--- config.mk ---
export PLATFORM = sky130hd
export DESIGN_NAME = uart_rx_buf_ctrl
export DESIGN_NICKNAME = d
export VERILOG_FILES = /design/src/rtl/uart_pkg.sv /design/src/rtl/uart_rx_fifo.sv /design/src/rtl/uart_rx_buf_ctrl.sv
export SDC_FILE = /design/constraint.sdc
export NUM_CORES = 1
export LEC_CHECK = 0
export ABC_CLOCK_PERIOD_IN_PS = 2880
export BUFFER_PORTS_ARGS = -buffer_cell sky130_fd_sc_hd__clkbuf_2
export CELL_PAD_IN_SITES_DETAIL_PLACEMENT = 0
export CELL_PAD_IN_SITES_GLOBAL_PLACEMENT = 1
export CORE_MARGIN = 5
export CORE_UTILIZATION = 45
export CTS_CLUSTER_SIZE = 40
export DETAILED_ROUTE_END_ITERATION = 8
export GPL_TIMING_DRIVEN = 0
export PLACE_DENSITY_LB_ADDON = 0.1
export SLEW_MARGIN = 20
export SYNTH_ARGS = -nofsm -noshare
export SYNTH_HDL_FRONTEND = slang
export SYNTH_SLANG_ARGS = --single-unit
--- constraint.sdc ---
create_clock -name rx_clk -period 2.88 [get_ports rx_clk]
set_clock_uncertainty 0.2 [all_clocks]
set_input_delay 0.288 -clock rx_clk [delete_from_list [all_inputs] [get_ports rx_clk]]
set_output_delay 0.288 -clock rx_clk [all_outputs]
set_load 0.005 [all_outputs]
--- src/rtl/uart_pkg.sv ---
// Shared types and defaults for the UART receive path.
package uart_pkg;

  typedef enum logic [1:0] {
    IDLE    = 2'd0,
    COLLECT = 2'd1,
    NOTIFY  = 2'd2,
    FLUSH   = 2'd3
  } rxb_state_t;

  localparam int UART_DATA_W     = 8;
  localparam int UART_OVERSAMPLE = 16;
  // Ten bit times of silence at the oversampled rate.
  localparam int RX_TIMEOUT      = 10 * UART_OVERSAMPLE;

endpackage

--- src/rtl/uart_rx_fifo.sv ---
// First-word-fall-through byte FIFO for the RX buffer controller.
// push/pop arrive already qualified; flush clears pointers and level.
module uart_rx_fifo #(
  parameter  int DEPTH  = 8,
  parameter  int DATA_W = 8,
  localparam int AW     = $clog2(DEPTH),
  localparam int LW     = $clog2(DEPTH) + 1
) (
  input  logic              rx_clk,
  input  logic              rst_n,
  input  logic              flush,
  input  logic              push,
  input  logic              pop,
  input  logic [DATA_W-1:0] wr_data,
  output logic [DATA_W-1:0] rd_data,
  output logic [LW-1:0]     level,
  output logic              full,
  output logic              empty
);

  localparam logic [LW-1:0] DEPTH_L = LW'(DEPTH);

  logic [DATA_W-1:0] mem [DEPTH];
  logic [AW-1:0]     wr_ptr;
  logic [AW-1:0]     rd_ptr;

  always_ff @(posedge rx_clk or negedge rst_n) begin
    if (!rst_n) begin
      wr_ptr <= '0;
      rd_ptr <= '0;
      level  <= '0;
    end else if (flush) begin
      wr_ptr <= '0;
      rd_ptr <= '0;
      level  <= '0;
    end else begin
      if (push) wr_ptr <= wr_ptr + 1'b1;
      if (pop)  rd_ptr <= rd_ptr + 1'b1;
      if (push && !pop)      level <= level + 1'b1;
      else if (pop && !push) level <= level - 1'b1;
    end
  end

  // Storage is reset so the head reads 0x00 before the first byte.
  always_ff @(posedge rx_clk or negedge rst_n) begin
    if (!rst_n) begin
      for (int i = 0; i < DEPTH; i++) mem[i] <= '0;
    end else if (push && !flush) begin
      mem[wr_ptr] <= wr_data;
    end
  end

  assign rd_data = mem[rd_ptr];
  assign full    = (level == DEPTH_L);
  assign empty   = (level == '0);

endmodule

--- src/rtl/uart_rx_buf_ctrl.sv ---
// RX buffer controller: queues received bytes, streams them out, and
// raises irq on level threshold, idle timeout or overrun.
module uart_rx_buf_ctrl import uart_pkg::*; #(
  parameter  int DEPTH   = 8,
  parameter  int DATA_W  = UART_DATA_W,
  parameter  int TIMEOUT = RX_TIMEOUT,
  localparam int LW      = $clog2(DEPTH) + 1
) (
  input  logic              rx_clk,
  input  logic              rst_n,
  input  logic              rx_en,
  input  logic              wr_en_i,
  input  logic [DATA_W-1:0] data_i,
  output logic [DATA_W-1:0] m_data,
  output logic              m_valid,
  input  logic              m_ready,
  input  logic [LW-1:0]     thresh,
  output logic [LW-1:0]     level,
  input  logic              flush,
  input  logic              clr_overrun,
  output logic              overrun,
  output logic              irq
);

  localparam int            TW    = $clog2(TIMEOUT + 1);
  localparam logic [TW-1:0] T_MAX = TW'(TIMEOUT);

  rxb_state_t    state;
  rxb_state_t    state_nxt;
  logic [TW-1:0] timer;
  logic          full;
  logic          empty;
  logic          push;
  logic          pop;
  logic          accept;
  logic          ovr_set;
  logic          overrun_nxt;
  logic          timeout_hit;
  logic          lvl_hit;

  assign m_valid = !empty && (state != FLUSH);
  assign pop     = m_valid && m_ready && !flush;
  assign accept  = wr_en_i && rx_en && !flush;
  // A full FIFO still takes a byte when the head leaves in the same cycle.
  assign push    = accept && (!full || pop);
  assign ovr_set = accept && full && !pop;

  uart_rx_fifo #(
    .DEPTH  (DEPTH),
    .DATA_W (DATA_W)
  ) u_fifo (
    .rx_clk  (rx_clk),
    .rst_n   (rst_n),
    .flush   (flush),
    .push    (push),
    .pop     (pop),
    .wr_data (data_i),
    .rd_data (m_data),
    .level   (level),
    .full    (full),
    .empty   (empty)
  );

  always_ff @(posedge rx_clk or negedge rst_n) begin
    if (!rst_n) begin
      timer <= '0;
    end else if (push || pop || flush || empty) begin
      timer <= '0;
    end else if (!timeout_hit) begin
      timer <= timer + 1'b1;
    end
  end

  assign timeout_hit = (timer == T_MAX);
  assign lvl_hit     = (thresh != '0) && (level >= thresh);
  assign overrun_nxt = ovr_set | (overrun & ~clr_overrun);

  // Decisions use the registered level/timer, so alerts lag by one edge.
  always_comb begin
    state_nxt = state;
    if (flush) begin
      state_nxt = FLUSH;
    end else begin
      case (state)
        IDLE:    if (!empty) state_nxt = COLLECT;
        COLLECT: begin
          if (empty)                       state_nxt = IDLE;
          else if (lvl_hit || timeout_hit) state_nxt = NOTIFY;
        end
        NOTIFY:  begin
          if (empty)                         state_nxt = IDLE;
          else if (!lvl_hit && !timeout_hit) state_nxt = COLLECT;
        end
        FLUSH:   state_nxt = IDLE;
        default: state_nxt = IDLE;
      endcase
    end
  end

  always_ff @(posedge rx_clk or negedge rst_n) begin
    if (!rst_n) begin
      state   <= IDLE;
      overrun <= 1'b0;
      irq     <= 1'b0;
    end else begin
      state   <= state_nxt;
      overrun <= overrun_nxt;
      irq     <= (state_nxt == NOTIFY) || overrun_nxt;
    end
  end

endmodule

; After elaboration in Yosys (flattened, before gate mapping)
; Index checks and enable logic that the tools add are counted.
[totals]
word_cells = 92
regBits = 86
[op_classes]
n_reduce_logical = 33
n_lt_le_gt_ge = 4
bitwise_logic = 5
n_addsub = 5
n_eq_ne = 8
muxes = 22
[op_table]
columns = cell, count
row1 = $bwmux 64, 1
row2 = $mux 8, 5
row3 = $bmux 8 s3, 1
row4 = $demux 8 s3, 1
row5 = $logic_and 1x1->1, 14
row6 = $mux 2, 6
row7 = $mux 3, 4
row8 = $mux 4, 3
row9 = $add 8x1->8 const B, 1
row10 = $eq 8x8->1 const B, 1
row11 = $ge 4x4->1 const B, 2
row12 = $not 3->4, 2
row13 = $pmux 2 s4, 1
row14 = $logic_not 1->1, 7
row15 = $add 3x1->3 const B, 2
row16 = $eq 2x2->1 const B, 3
row17 = $logic_or 1x1->1, 6
row18 = $add 4x1->4 const B, 1
row19 = $eq 4x4->1 const B, 1
row20 = $ge 4x4->1, 1
row21 = $logic_not 4->1, 1
row22 = $lt 4x1->1 const B, 1
row23 = $reduce_bool 2->1, 2
row24 = $reduce_bool 4->1, 1
row25 = other kinds (9), 9

; Logic depth before layout (Yosys ltp)
; Gate-level depths: netlist of the first run.
[logic_depth]
word_depth = 12
mapped_depth = 10

; Cells and area by module
; From an unflattened synthesis of the first run, not the netlist that was laid out.
[hier_totals]
hier_cells = 301
hier_area_um2 = 4236.6
[modules_own_cells]
columns = module, cells_per_inst, n_inst, area_per_inst_um2
row1 = uart_rx_fifo, 226, 1, 3517.1
row2 = uart_rx_buf_ctrl, 75, 1, 719.4

; Worst setup path after synthesis of the first run
; OpenSTA, ideal clock, no wires.
[synth_path]
kind = flip-flop to flip-flop
from = reg u_fifo.level[1]
to = reg u_fifo.level[3]
arrival_ns = 2.303
stages_incl_launch_ff = 11
n_path_buf = 0
setup_slack_ns = 0.251
period_less_slack_ns = 2.629
setup_ns = 0.126
t_required_ns = 2.554
cell_sequence = dfrtp_1 nor4_1 a21oi_1 a21oi_1 inv_1 ha_1 nand3_1 and3_1 mux2i_1 xor2_1 o21ai_0
[synth_between]
elab_chain_len = 10
[synth_lines]
columns = item, line
row1 = from (decl), uart_rx_fifo.sv:16  ; output logic [LW-1:0] level,
row2 = from (signal assigned), uart_rx_fifo.sv:39  ; if (push && !pop) level <= level + 1'b1;
row3 = from (signal assigned), uart_rx_fifo.sv:40  ; else if (pop && !push) level <= level - 1'b1;
row4 = $logic_not 4->1 (*), uart_rx_fifo.sv:55  ; assign empty = (level == '0);
row5 = $logic_not 1->1 (*), --
row6 = $logic_and 1x1->1 (*), uart_rx_buf_ctrl.sv:41  ; assign m_valid = !empty && (state != FLUSH);
row7 = via m_valid, uart_rx_buf_ctrl.sv:15  ; output logic m_valid,
row8 = $logic_and 1x1->1 (*) (2 in series), uart_rx_buf_ctrl.sv:42  ; assign pop = m_valid && m_ready && !flush;
row9 = $logic_or 1x1->1, uart_rx_buf_ctrl.sv:45  ; assign push = accept && (!full || pop);
row10 = $logic_and 1x1->1, uart_rx_buf_ctrl.sv:45
row11 = $logic_and 1x1->1 / $logic_not 1->1 (equally long branches), "uart_rx_fifo.sv:39, uart_rx_fifo.sv:40"
row12 = $mux 4 / $logic_and 1x1->1 (equally long branches), "uart_rx_fifo.sv:39, uart_rx_fifo.sv:40"
row13 = $mux 4 / $reduce_bool 3->1 (equally long branches), --
; Mark *: on every way through the listed nets, which the timed path passes. The rest lies on a longest branch. The select of a mux whose other input is x is not followed.
; A chain may end at the register's enable or synchronous reset.

; Final worst setup path of the first run
[layout_path]
from = reg u_fifo.level[1]
to = reg u_fifo.mem[50] (netlist name)
[layout_between]
elab_chain_len = 8
[layout_lines]
columns = item, line
row1 = $logic_not 4->1, uart_rx_fifo.sv:55
row2 = $logic_not 1->1, --
row3 = $logic_and 1x1->1, uart_rx_buf_ctrl.sv:41
row4 = $logic_and 1x1->1 (2 in series), uart_rx_buf_ctrl.sv:42
row5 = $logic_or 1x1->1 (*), uart_rx_buf_ctrl.sv:45
row6 = $logic_and 1x1->1 (*), uart_rx_buf_ctrl.sv:45
row7 = $logic_and 1x1->1 (*), uart_rx_fifo.sv:48  ; end else if (push && !flush) begin
row8 = "to (signal, indexed assignment)", uart_rx_fifo.sv:49  ; mem[wr_ptr] <= wr_data;
row9 = to (decl), uart_rx_fifo.sv:23  ; logic [DATA_W-1:0] mem [DEPTH];
; Every way passes the cells marked *; elsewhere a longest branch is shown, timed or not.

==> results by group, run 1 <==
Run status
  – Outcome: completed

Synthesis
  – Instance count of the mapped netlist: ~310
  – Portion of the post-synthesis area used by sequential elements: 50.25%
  – Warning count from the yosys run: 0
  – Top FF cell, synth: sky130_fd_sc_hd__dfrtp_1
  – Top cells by count, synth: sky130_fd_sc_hd__dfrtp_1, sky130_fd_sc_hd__mux2_2, sky130_fd_sc_hd__mux4_2, sky130_fd_sc_hd__nor2_1
  – Flip-flop and latch count after synthesis: 86
  – Most instantiated library cell after synthesis: sky130_fd_sc_hd__dfrtp_1
  – Synth Cell Area: 4283 um^2
  – Share of async-settable or async-resettable flops after synthesis: 100.0%
  – Mapped Avg Cell Area: 13.73 um^2
  – Number of flops mapped to enable cells by yosys: 0
  – Biggest area consumer among synthesized cells: sky130_fd_sc_hd__dfrtp_1
  – Number of distinct standard cells referenced by the synthesized netlist: 41
  – Leading post-synthesis cells by cell area: sky130_fd_sc_hd__dfrtp_1, sky130_fd_sc_hd__mux2_2, sky130_fd_sc_hd__mux4_2
  – Share of the synthesized area in the top cell type: 50.25%
  – Net Count, Synth: 342

Cells and area
  – Number of antenna cells inserted: 0
  – Fillcell total: 799
  – Area growth syn-to-layout: 14.78%
  – Layout net count: approximately 400
  – Cell area after layout: 4916 um^2
  – Layout Cells excl Fill: 493
  – Share of layout cells above drive strength 1: between 40 and 50%
  – End-of-flow core utilization: 53.20%

Power and ir drop
  – Peak supply drop: 0.3806 mV
  – Power Density: 764.3 nW/um^2
  – Power, Total: roughly 3.8 mW
  – Leakage: around 2.3 nW

CTS
  – Buffer cell driving the clock tree root: sky130_fd_sc_hd__clkbuf_8
  – Largest buffer count on any clock path: 2
  – Number of buffers added by the clock tree synthesis step: 9
  – TritonCTS clock tree: done
  – CTS H-tree lvls: 3
  – Clk slew on worst S/H paths: roughly 0.090 ns
  – Clock latency on the worst-skew pair: 0.35 ns
  – Total clock sinks: 86

Worst setup path
  – Termination of the worst setup path: u_fifo.mem[50]
  – Cell depth of the worst flop-to-flop path: 6
  – Endpoint of the worst register-to-register path: u_fifo.mem[50]
  – Biggest fanout along the worst timing path: 8
  – Critical Path AT: ~2.7 ns
  – Data required time at the worst endpoint: 2.91 ns
  – Type of destination of the critical path: flip-flop
  – Slowest library cell on the worst path: sky130_fd_sc_hd__nor4b_4
  – Startpoint types: flip-flop
  – Crit. Startpoint: u_fifo.level[1]
  – Minimum setup slack among reg-to-reg paths: 0.19 ns
  – Slowest Stage Delay on Critical Path: 0.70 ns
  – Cells along the critical path: or4_1 > nand3_2 > a21o_1 > buf_6 > nor4b_4 > mux2_2
  – Worst Setup Path Type: reg2reg
  – Reg2Reg Launch Point: u_fifo.level[1]

Global route
  – Number of antenna violations at the first check in global routing: 0
  – Via count of the first global-routing pass: 2791
  – Maximum number of pins on one net before global-route repair: 87
  – Wire length of the first global-routing pass: 14270 um
  – Total congestion overflow: 0
  – Overall track demand over capacity in global routing: 16.08%

Detailed routing
  – Final ANT Viol Nets: 0
  – Ratio of routed vias to standard cells: 5.312
  – Routed wire length per instance: 17.37 um
  – Initial DRC count: 96
  – Pre-antenna DRT Iters: 4
  – Total DRC errors in the routed layout: 0
  – Total routed wirelength: 8561 um
  – Vias: 2619

Timing
  – Final setup violation count: 0
  – Pins over their slew limit: 0
  – F_max: 372.0 MHz
  – RSZ-0062 raised after global routing: false
  – Summed negative setup slack over all endpoints: 0 ns
  – Minimum period implied by the final worst setup slack: approximately 2.7 ns
  – Transition time at the pin with the least slew margin: 0.8077 ns
  – Worst hold-check slack: 0.04313 ns
  – Share of the cycle needed by the critical path after routing: 93.34%
  – Final worst-path setup slack: 0.1918 ns
  – Final-report hold violation count: 0
  – Slew Limit Headroom: 45.93%

Die
  – Core footprint: 9240 um^2
  – Vertical extent of the die: 107.6 um
  – Initial Util: 46.35%
  – Die footprint: 11570 um^2
  – Horiz. Die Dim: about 110 um
  – Number of core rows: 35
  – I/O pin cnt: 34

Placement
  – Number of buffers added on ports: 33
  – Total placed instance area: between 4000 and 5000 um^2
  – Post-placement cell count: between 400 and 500
  – Gpl congestion: 0.7033
  – HPWL after detailed placement: 5588 um
  – Worst setup slack after placement: -0.1281 ns

Flow run
  – Max-capacitance violation count: 0

Min path
  – Min-delay worst type: in2reg
==> what timing repair did <==
| action | CTS | global route |
|---|---|---|
| hold buffers | 2 | 0 |
| endpoints found under the hold margin | 87 | 0 |
| cloned | 0 | 0 |
| gates resized for setup | 5 | 4 |
| endpoints found under the setup margin | 9 | 9 |
| buffers inserted | 0 | 1 |
| pin swaps | 0 | 1 |
==> metal layers <==
layer	track usage [%]	wire length (um)	part of all wire, %	vias to the layer above
met2	26.47	4183	49	29
met4	4.869	93	1.1	0
li1	-	-	-	1252
met5	0	0	0	-
met1	21.82	4045	47	1330
met3	2.759	240	2.8	8
==> layout make-up <==
cell class	instances	area [um^2]	area share, %
clock buffers	10	137.6	2.800
clock inverters	6	91.34	1.858
repair buffers	36	201.4	4.098
multi-input cells	204	2071	42.12
plain buffers	11	60.06	1.222
well taps	129	161.4	3.283
flip-flops and latches	86	2152	43.78
inverters	11	41.29	0.8399
==> state kept, by name (all words and copies together) (netlist names) <==
signal and cells:
irq 1, overrun 1, state 2, timer 8, u_fifo.level 4, u_fifo.mem 64, u_fifo.rd_ptr 3, u_fifo.wr_ptr 3
==> worst min path at each step <==
stage	startpoint	cells after the start	slack, ns	to
floorplan	rst_n	0	-0.21	irq
global placement	u_fifo.mem[3]	1	0.28	u_fifo.mem[3]
detailed placement	rst_n	1	0.18	u_fifo.level[2]
CTS	m_ready	3	0.04	u_fifo.level[0]
global route	m_ready	3	0.05	u_fifo.level[0]
finish	flush	2	0.04	u_fifo.level[3]
==> cell families after synthesis <==
family,count (synthesis),synth area share [%]
XOR/XNOR,12,2.454
adder cells (fa/ha/maj),11,3.389
multiplexers,91,28.07
AND/OR/NAND/NOR,63,9.758
flip-flops,86,50.25
buffers and inverters,22,2.191
AO/OA/AOI/OAI,27,3.886
==> report_power, final <==
group / switching, mW / internal (mW)
sequential: 0.166 / 1.41
clock: 0.442 / 0.519
combinational: 0.547 / 0.669
==> critical path, delay by kind of cell, from the launching register on <==
kind                   cells  cell delay [ns]
buffers and inverters      1             0.14
muxes                      1             0.41
AOI/OAI and AO/OA          1             0.20
DFF                        1             0.57
and+or+nand+nor            3             1.04
==> layout by cell type (no fill, tap or decap), types with 2 or more instances in the layout <==
master and instances:
sky130_fd_sc_hd__nand3_1 10, sky130_fd_sc_hd__clkbuf_8 11, sky130_fd_sc_hd__nand2b_1 2, sky130_fd_sc_hd__or4_1 2
sky130_fd_sc_hd__nor4b_4 3, sky130_fd_sc_hd__nor4_4 3, sky130_fd_sc_hd__clkbuf_1 2, sky130_fd_sc_hd__nand4b_2 2
sky130_fd_sc_hd__ha_1 10, sky130_fd_sc_hd__nor3_1 2, sky130_fd_sc_hd__inv_6 2, sky130_fd_sc_hd__and3_1 3
sky130_fd_sc_hd__mux4_2 16, sky130_fd_sc_hd__nand4_1 2, sky130_fd_sc_hd__clkbuf_2 34, sky130_fd_sc_hd__xor2_1 8
sky130_fd_sc_hd__mux2i_1 2, sky130_fd_sc_hd__a21oi_2 2, sky130_fd_sc_hd__a21oi_1 10, sky130_fd_sc_hd__nor2_1 16
sky130_fd_sc_hd__mux2_2 73, sky130_fd_sc_hd__nand3b_1 2, sky130_fd_sc_hd__o21bai_1 4, sky130_fd_sc_hd__inv_1 11
sky130_fd_sc_hd__dfrtp_1 86, sky130_fd_sc_hd__buf_1 3, sky130_fd_sc_hd__bufinv_16 2, sky130_fd_sc_hd__o22ai_1 3
sky130_fd_sc_hd__nand2_1 11, sky130_fd_sc_hd__dlygate4sd3_1 2, sky130_fd_sc_hd__xnor2_1 4, sky130_fd_sc_hd__o21ai_0 4
sky130_fd_sc_hd__buf_4 2
No activity file was read; power rests on OpenSTA's default activity.
==> run 2: changes to the inputs <==
CORE_ASPECT_RATIO = 0.5   (was not set)
==> run 2 against run 1 <==
Against the previous run:
- routed wire length grew 7.6%
- via count grew 3.6%
- power grew 7.0%
- largest cell class unchanged
- largest power group unchanged
==> results by group, run 2 (synthesized netlist as in run 1, its figures left out) <==
Run status
  – Outcome: completed

Detailed routing
  – Vias: 2714
  – Ratio of routed vias to standard cells: 5.573
  – Pre-antenna DRT Iters: 4
  – Routed wire length per instance: 18.92 um
  – Total DRC errors in the routed layout: 0
  – Final ANT Viol Nets: 0
  – Initial DRC count: 118
  – Total routed wirelength: 9215 um

CTS
  – TritonCTS clock tree: done
  – Buffer cell driving the clock tree root: sky130_fd_sc_hd__clkbuf_16
  – Number of buffers added by the clock tree synthesis step: 9
  – Largest buffer count on any clock path: 2
  – Total clock sinks: 86
  – Clock latency on the worst-skew pair: around 0.33 ns
  – CTS H-tree lvls: 3
  – Clk slew on worst S/H paths: 0.06 ns

Cells and area
  – Layout net count: 391
  – Biggest register: u_fifo.mem
  – Area growth syn-to-layout: 17.06%
  – Biggest registers after layout: u_fifo.mem: 64 flops, timer: 8 flops, u_fifo.level: 4 flops
  – Fillcell total: 774
  – Most common cell after layout, fill and taps aside: sky130_fd_sc_hd__dfrtp_1
  – Number of antenna cells inserted: 0
  – Flip-flop count of the largest register after layout: 64
  – Cell area after layout: 5014 um^2
  – Share of layout cells above drive strength 1: 44.26%
  – Most frequent cells in the layout: sky130_fd_sc_hd__dfrtp_1, sky130_fd_sc_hd__mux2_2, sky130_fd_sc_hd__clkbuf_2, sky130_fd_sc_hd__mux4_2, sky130_fd_sc_hd__nor2_1
  – End-of-flow core utilization: between 50% and 60%

Die
  – I/O pin cnt: 34
  – Number of core rows: 25
  – Core footprint: 9353 um^2
  – Vertical extent of the die: 78.99 um
  – Die footprint: 11690 um^2
  – Initial Util: 45.79%
  – Horiz. Die Dim: roughly 150 um

Worst setup path
  – Biggest fanout along the worst timing path: 8
  – Startpoint types: flip-flop
  – Worst Setup Path Type: reg2reg
  – Endpoint of the worst register-to-register path: u_fifo.mem[51]
  – Minimum setup slack among reg-to-reg paths: 0.14 ns
  – Type of destination of the critical path: flip-flop
  – Reg2Reg Launch Point: u_fifo.level[2]
  – Cell depth of the worst flop-to-flop path: 6
  – Critical Path AT: 2.76 ns
  – Data required time at the worst endpoint: 2.90 ns

Timing
  – Pins over their slew limit: 0
  – RSZ-0062 raised after global routing: false
  – Minimum period implied by the final worst setup slack: 2.745 ns
  – Slew Limit Headroom: between 40 and 50%
  – Share of the cycle needed by the critical path after routing: 95.30%
  – Final setup violation count: 0
  – F_max: roughly 360 MHz
  – Final-report hold violation count: 0
  – Transition time at the pin with the least slew margin: 0.8573 ns

Global route
  – Overall track demand over capacity in global routing: 17.11%
  – Number of antenna violations at the first check in global routing: 0
  – Via count of the first global-routing pass: approximately 2.9k
  – Wire length of the first global-routing pass: 15410 um
  – Total congestion overflow: 0
  – Maximum number of pins on one net before global-route repair: 52

Placement
  – Total placed instance area: 4629 um^2
  – Number of buffers added on ports: 33
  – HPWL after detailed placement: 6259 um
  – Gpl congestion: around 0.77

Min path
  – Cell depth of the worst hold path: 2
  – Min-Delay Endpoint: u_fifo.level[3]
  – Min-delay worst type: in2reg
  – Launch instance of the worst min-delay path: flush

Power and ir drop
  – Leakage: 2.347 nW
  – Power, Total: 4.020 mW
  – Power Density: 801.8 nW/um^2
  – Peak supply drop: roughly 0.45 mV

Flow run
  – Max-capacitance violation count: 0
## run 2: changes by cell type in the layout (fill, tap and decap cells not counted), sizes merged
cell    change
buf         +2
bufinv      -1
clkinv      +1
## run 2: worst max-delay path by stage
stage / startpoint / end / slack [ns] / depth (start not counted)
6_report: u_fifo.level[2] / u_fifo.mem[51] / 0.14 / 6
5_1_grt: u_fifo.level[1] / u_fifo.level[3] / 0.002 / 10
4_1_cts: u_fifo.level[1] / u_fifo.level[3] / 0.004 / 10
3_5_place_dp: u_fifo.level[1] / u_fifo.level[3] / -0.21 / 10
3_3_place_gp: u_fifo.level[1] / u_fifo.level[3] / -0.09 / 10
2_1_floorplan: u_fifo.level[1] / u_fifo.level[3] / 0.25 / 10
## run 2: cell type report
class | count | area (um^2) | share of cell area [%]
sequential | 86 | 2155 | 42.97
multi-input combinational | 204 | 2071 | 41.30
buffer | 11 | 60.06 | 1.198
timing repair buffer | 38 | 230.2 | 4.592
inverter | 11 | 41.29 | 0.8236
clock inverter | 6 | 66.31 | 1.323
clock buffer | 10 | 239.0 | 4.767
tap | 121 | 151.4 | 3.020
## run 2: worst max-delay path, cell delays in order (launching register included)
cell and delay, ns:
sky130_fd_sc_hd__dfrtp_1 0.56, sky130_fd_sc_hd__or4_1 0.20, sky130_fd_sc_hd__nand3_2 0.12, sky130_fd_sc_hd__a21o_1 0.21
sky130_fd_sc_hd__buf_6 0.14, sky130_fd_sc_hd__nor4b_4 0.76, sky130_fd_sc_hd__mux2_2 0.42
## run 2: routing by layer
layer | global-route usage, % | wire (um) | share of wire, %
met1 | 23.46 | 4532 | 49
met2 | 27.60 | 4219 | 46
met3 | 4.219 | 337 | 3.7
met4 | 4.424 | 125 | 1.4
met5 | 0 | 0 | 0
## run 2: report_power, final
| group | leakage, nW | internal, mW | switching [mW] | total (mW) |
|---|---|---|---|---|
| sequential | 1.15 | 1.42 | 0.175 | 1.59 |
| combinational | 1.04 | 0.673 | 0.567 | 1.24 |
| clock | 0.153 | 0.700 | 0.485 | 1.19 |
## run 2: repair_timing
action / in CTS / in global routing
hold endpoints to repair: 36 / 0
gates cloned: 0 / 0
endpoints found under the setup margin: 9 / 8
pin swaps: 0 / 1
buffers inserted: 0 / 2
gates resized for setup: 5 / 6
hold buffers: 2 / 0
## run 2: stage by stage
stage          worst slack, ns  std cells  hold slack [ns]  TNS [ns]
2_1_floorplan           0.2505        312          -0.2076         0
3_3_place_gp          -0.09117        466           0.2816  -0.09117
3_5_place_dp           -0.2083        467           0.1375   -0.2083
4_1_cts               0.004317        485          0.07090         0
5_1_grt               0.002327        487          0.07573         0
6_report                0.1355        487          0.07148         0
==> run 3: changes to the inputs <==
BUFFER_PORTS_ARGS = not set   (was -buffer_cell sky130_fd_sc_hd__clkbuf_2)
DONT_BUFFER_PORTS = 1   (was not set)
==> run 3 against run 2 <==
Against the previous run:
- setup slack lost 0.0048 ns
- global-route usage is essentially flat
- sequential cell count stayed put
- critical path depth down 2
- sequential power is essentially flat
- largest power group unchanged
- worst hold slack got worse by 0.059 ns
- clock power fell by 5%
- routed wire length fell by 0.58%
- core utilization fell by 0.84 points
- via count decreased by 3.9%
==> results by group, run 3 (synthesized netlist as in run 1, its figures left out) <==
Worst setup path
  – Biggest fanout along the worst timing path: 10
  – Crit. Startpoint: u_fifo.rd_ptr[1]
  – Cell depth of the worst flop-to-flop path: 10
  – Reg2Reg Launch Point: u_fifo.level[1]
  – Type of destination of the critical path: primary output
  – Worst Setup Path Type: reg2out
  – Cells along the critical path: buf_1 > clkbuf_2 > mux4_2 > mux2_2
  – Minimum setup slack among reg-to-reg paths: 0.19 ns
  – Endpoint of the worst register-to-register path: u_fifo.level[3]
  – Slowest library cell on the worst path: sky130_fd_sc_hd__buf_1
  – Data required time at the worst endpoint: 2.39 ns
  – Worst path bufs/invs: 2
  – Crit-path leading delay family: buffers and inverters
  – Slowest Stage Delay on Critical Path: 0.49 ns
  – Startpoint types: flip-flop
  – Critical Path AT: 2.26 ns

Placement
  – Post-placement cell count: 433
  – Number of buffers added on ports: 0
  – HPWL after detailed placement: roughly 5900 um
  – Gpl congestion: 0.7414
  – Worst setup slack after placement: -0.2226 ns
  – Total placed instance area: between 4000 and 5000 um^2

Detailed routing
  – Final ANT Viol Nets: 0
  – Ratio of routed vias to standard cells: 5.619
  – Routed wire length per instance: 19.75 um
  – Total DRC errors in the routed layout: 0
  – Initial DRC count: between 100 and 150
  – Total routed wirelength: 9162 um
  – Vias: roughly 2.6k
  – Pre-antenna DRT Iters: 4

Power and ir drop
  – Clock share of power: around 30%
  – Switching power total: roughly 1.2 mW
  – Proportion of power drawn by flip-flops and latches: between 40% and 50%
  – Net switching share of the total power: 30.61%
  – Power Density: 780.8 nW/um^2
  – Power share of the combinational group: between 20 and 30%
  – Leakage: ~2.2 nW
  – Power, Total: 3.853 mW
  – Peak supply drop: 0.3574 mV
  – Int Power: 2.674 mW

Die
  – I/O pin cnt: 34
  – Core footprint: 9353 um^2
  – Die footprint: about 12000 um^2
  – Initial Util: a little under half
  – Vertical extent of the die: 78.99 um
  – Number of core rows: 25
  – Horiz. Die Dim: approximately 150 um

Run status
  – Outcome: completed

Global route
  – Number of antenna violations at the first check in global routing: 0
  – Maximum number of pins on one net before global-route repair: 87
  – Wire length of the first global-routing pass: 15280 um
  – Via count of the first global-routing pass: 2813
  – Total congestion overflow: 0
  – Overall track demand over capacity in global routing: 17.08%

Cells and area
  – Number of antenna cells inserted: 0
  – Layout net count: 368
  – Area growth syn-to-layout: 15.22%
  – Most frequent cells in the layout: sky130_fd_sc_hd__dfrtp_1, sky130_fd_sc_hd__mux2_2, sky130_fd_sc_hd__mux4_2, sky130_fd_sc_hd__nor2_1, sky130_fd_sc_hd__dlygate4sd3_1
  – Share of layout cells above drive strength 1: 36.73%
  – Cell area after layout: 4935 um^2
  – Layout Cells excl Fill: 464
  – Fillcell total: about 770
  – Biggest registers after layout: u_fifo.mem: 64 flops, timer: 8 flops, u_fifo.level: 4 flops
  – End-of-flow core utilization: a little over half
  – Biggest register: u_fifo.mem
  – Flip-flop count of the largest register after layout: 64
  – Most common cell after layout, fill and taps aside: sky130_fd_sc_hd__dfrtp_1

Timing
  – Final worst-path setup slack: approximately 0.13 ns
  – Slew Limit Headroom: 44.00%
  – Share of the cycle needed by the critical path after routing: a little over nine tenths
  – Minimum period implied by the final worst setup slack: approximately 2.7 ns
  – Final-report hold violation count: 0
  – Final setup violation count: 0
  – Worst hold-check slack: 0.01257 ns
  – RSZ-0062 raised after global routing: false
  – Summed negative setup slack over all endpoints: 0 ns
  – Transition time at the pin with the least slew margin: 0.8365 ns
  – F_max: 363.7 MHz
  – Pins over their slew limit: 0

CTS
  – Largest buffer count on any clock path: 2
  – Number of buffers added by the clock tree synthesis step: 9
  – Clk slew on worst S/H paths: 0.06 ns
  – TritonCTS clock tree: done
  – Total clock sinks: 86
  – Buffer cell driving the clock tree root: sky130_fd_sc_hd__clkbuf_16
  – Clock latency on the worst-skew pair: approximately 0.34 ns
  – CTS H-tree lvls: 3

Min path
  – Min-Delay Endpoint: u_fifo.rd_ptr[2]
  – Min-delay worst type: in2reg
  – Launch instance of the worst min-delay path: m_ready
  – Cell depth of the worst hold path: 3

Flow run
  – Max-capacitance violation count: 0
[run 3: changes by cell type in the layout (fill, tap and decap cells not counted), sizes merged]
cell         delta
clkinvlp        +1
clkinv          -2
inv             -1
clkbuf         -31
dlygate4sd3    +11
bufinv          -1
[run 3: layout make-up]
type                    instances  area, um^2  area share [%]
multi-input cells             204        2071           41.96
clock buffers                  13       270.3           5.477
clock inverters                 3       25.02          0.5071
inverters                      11       41.29          0.8367
well taps                     121       151.4           3.068
repair buffers                 15       165.2           3.347
plain buffers                  11       56.30           1.141
flip-flops and latches         86        2155           43.66
[run 3: worst max-delay path by stage]
stage | slack, ns | endpoint | cells after the start
3_5_place_dp | -0.22 | u_fifo.level[3] | 10
4_1_cts | 0.03 | u_fifo.level[3] | 10
2_1_floorplan | 0.25 | u_fifo.level[3] | 10
3_3_place_gp | -0.16 | u_fifo.level[3] | 10
6_report | 0.13 | m_data[6] | 4
5_1_grt | 0.01 | u_fifo.level[3] | 10
[run 3: per-layer routing]
layer,part of all wire [%],track usage (%),up-vias
met1,49,24.02,1340
met4,0.84,3.687,0
met2,45,26.10,55
met3,5.2,5.530,8
li1,-,-,1204
met5,0,0,-
[run 3: tightest hold or removal path: cells and delay by family]
kind | cells | cell delay [ns]
xor gates and xnor gates | 1 | 0.07
and+or+nand+nor | 2 | 0.15
[run 3: timing repair]
| action | 4_1_cts | 5_1_grt |
|---|---|---|
| resized for setup | 5 | 4 |
| pin swaps | 0 | 2 |
| cloned | 0 | 0 |
| buffers inserted | 0 | 1 |
| hold buffers | 14 | 0 |
| endpoints found under the setup margin | 9 | 12 |
| hold endpoints to repair | 155 | 0 |
[run 3: power by group through the flow]
stage / sequential [mW] / combinational, mW / clock [mW]
2_1_floorplan: 1.54 / 0.869 / 0
3_3_place_gp: 1.58 / 1.02 / 0
3_5_place_dp: 1.59 / 1.06 / 0
4_1_cts: 1.58 / 1.14 / 1.16
5_1_grt: 1.63 / 1.24 / 1.22
6_report: 1.59 / 1.13 / 1.13
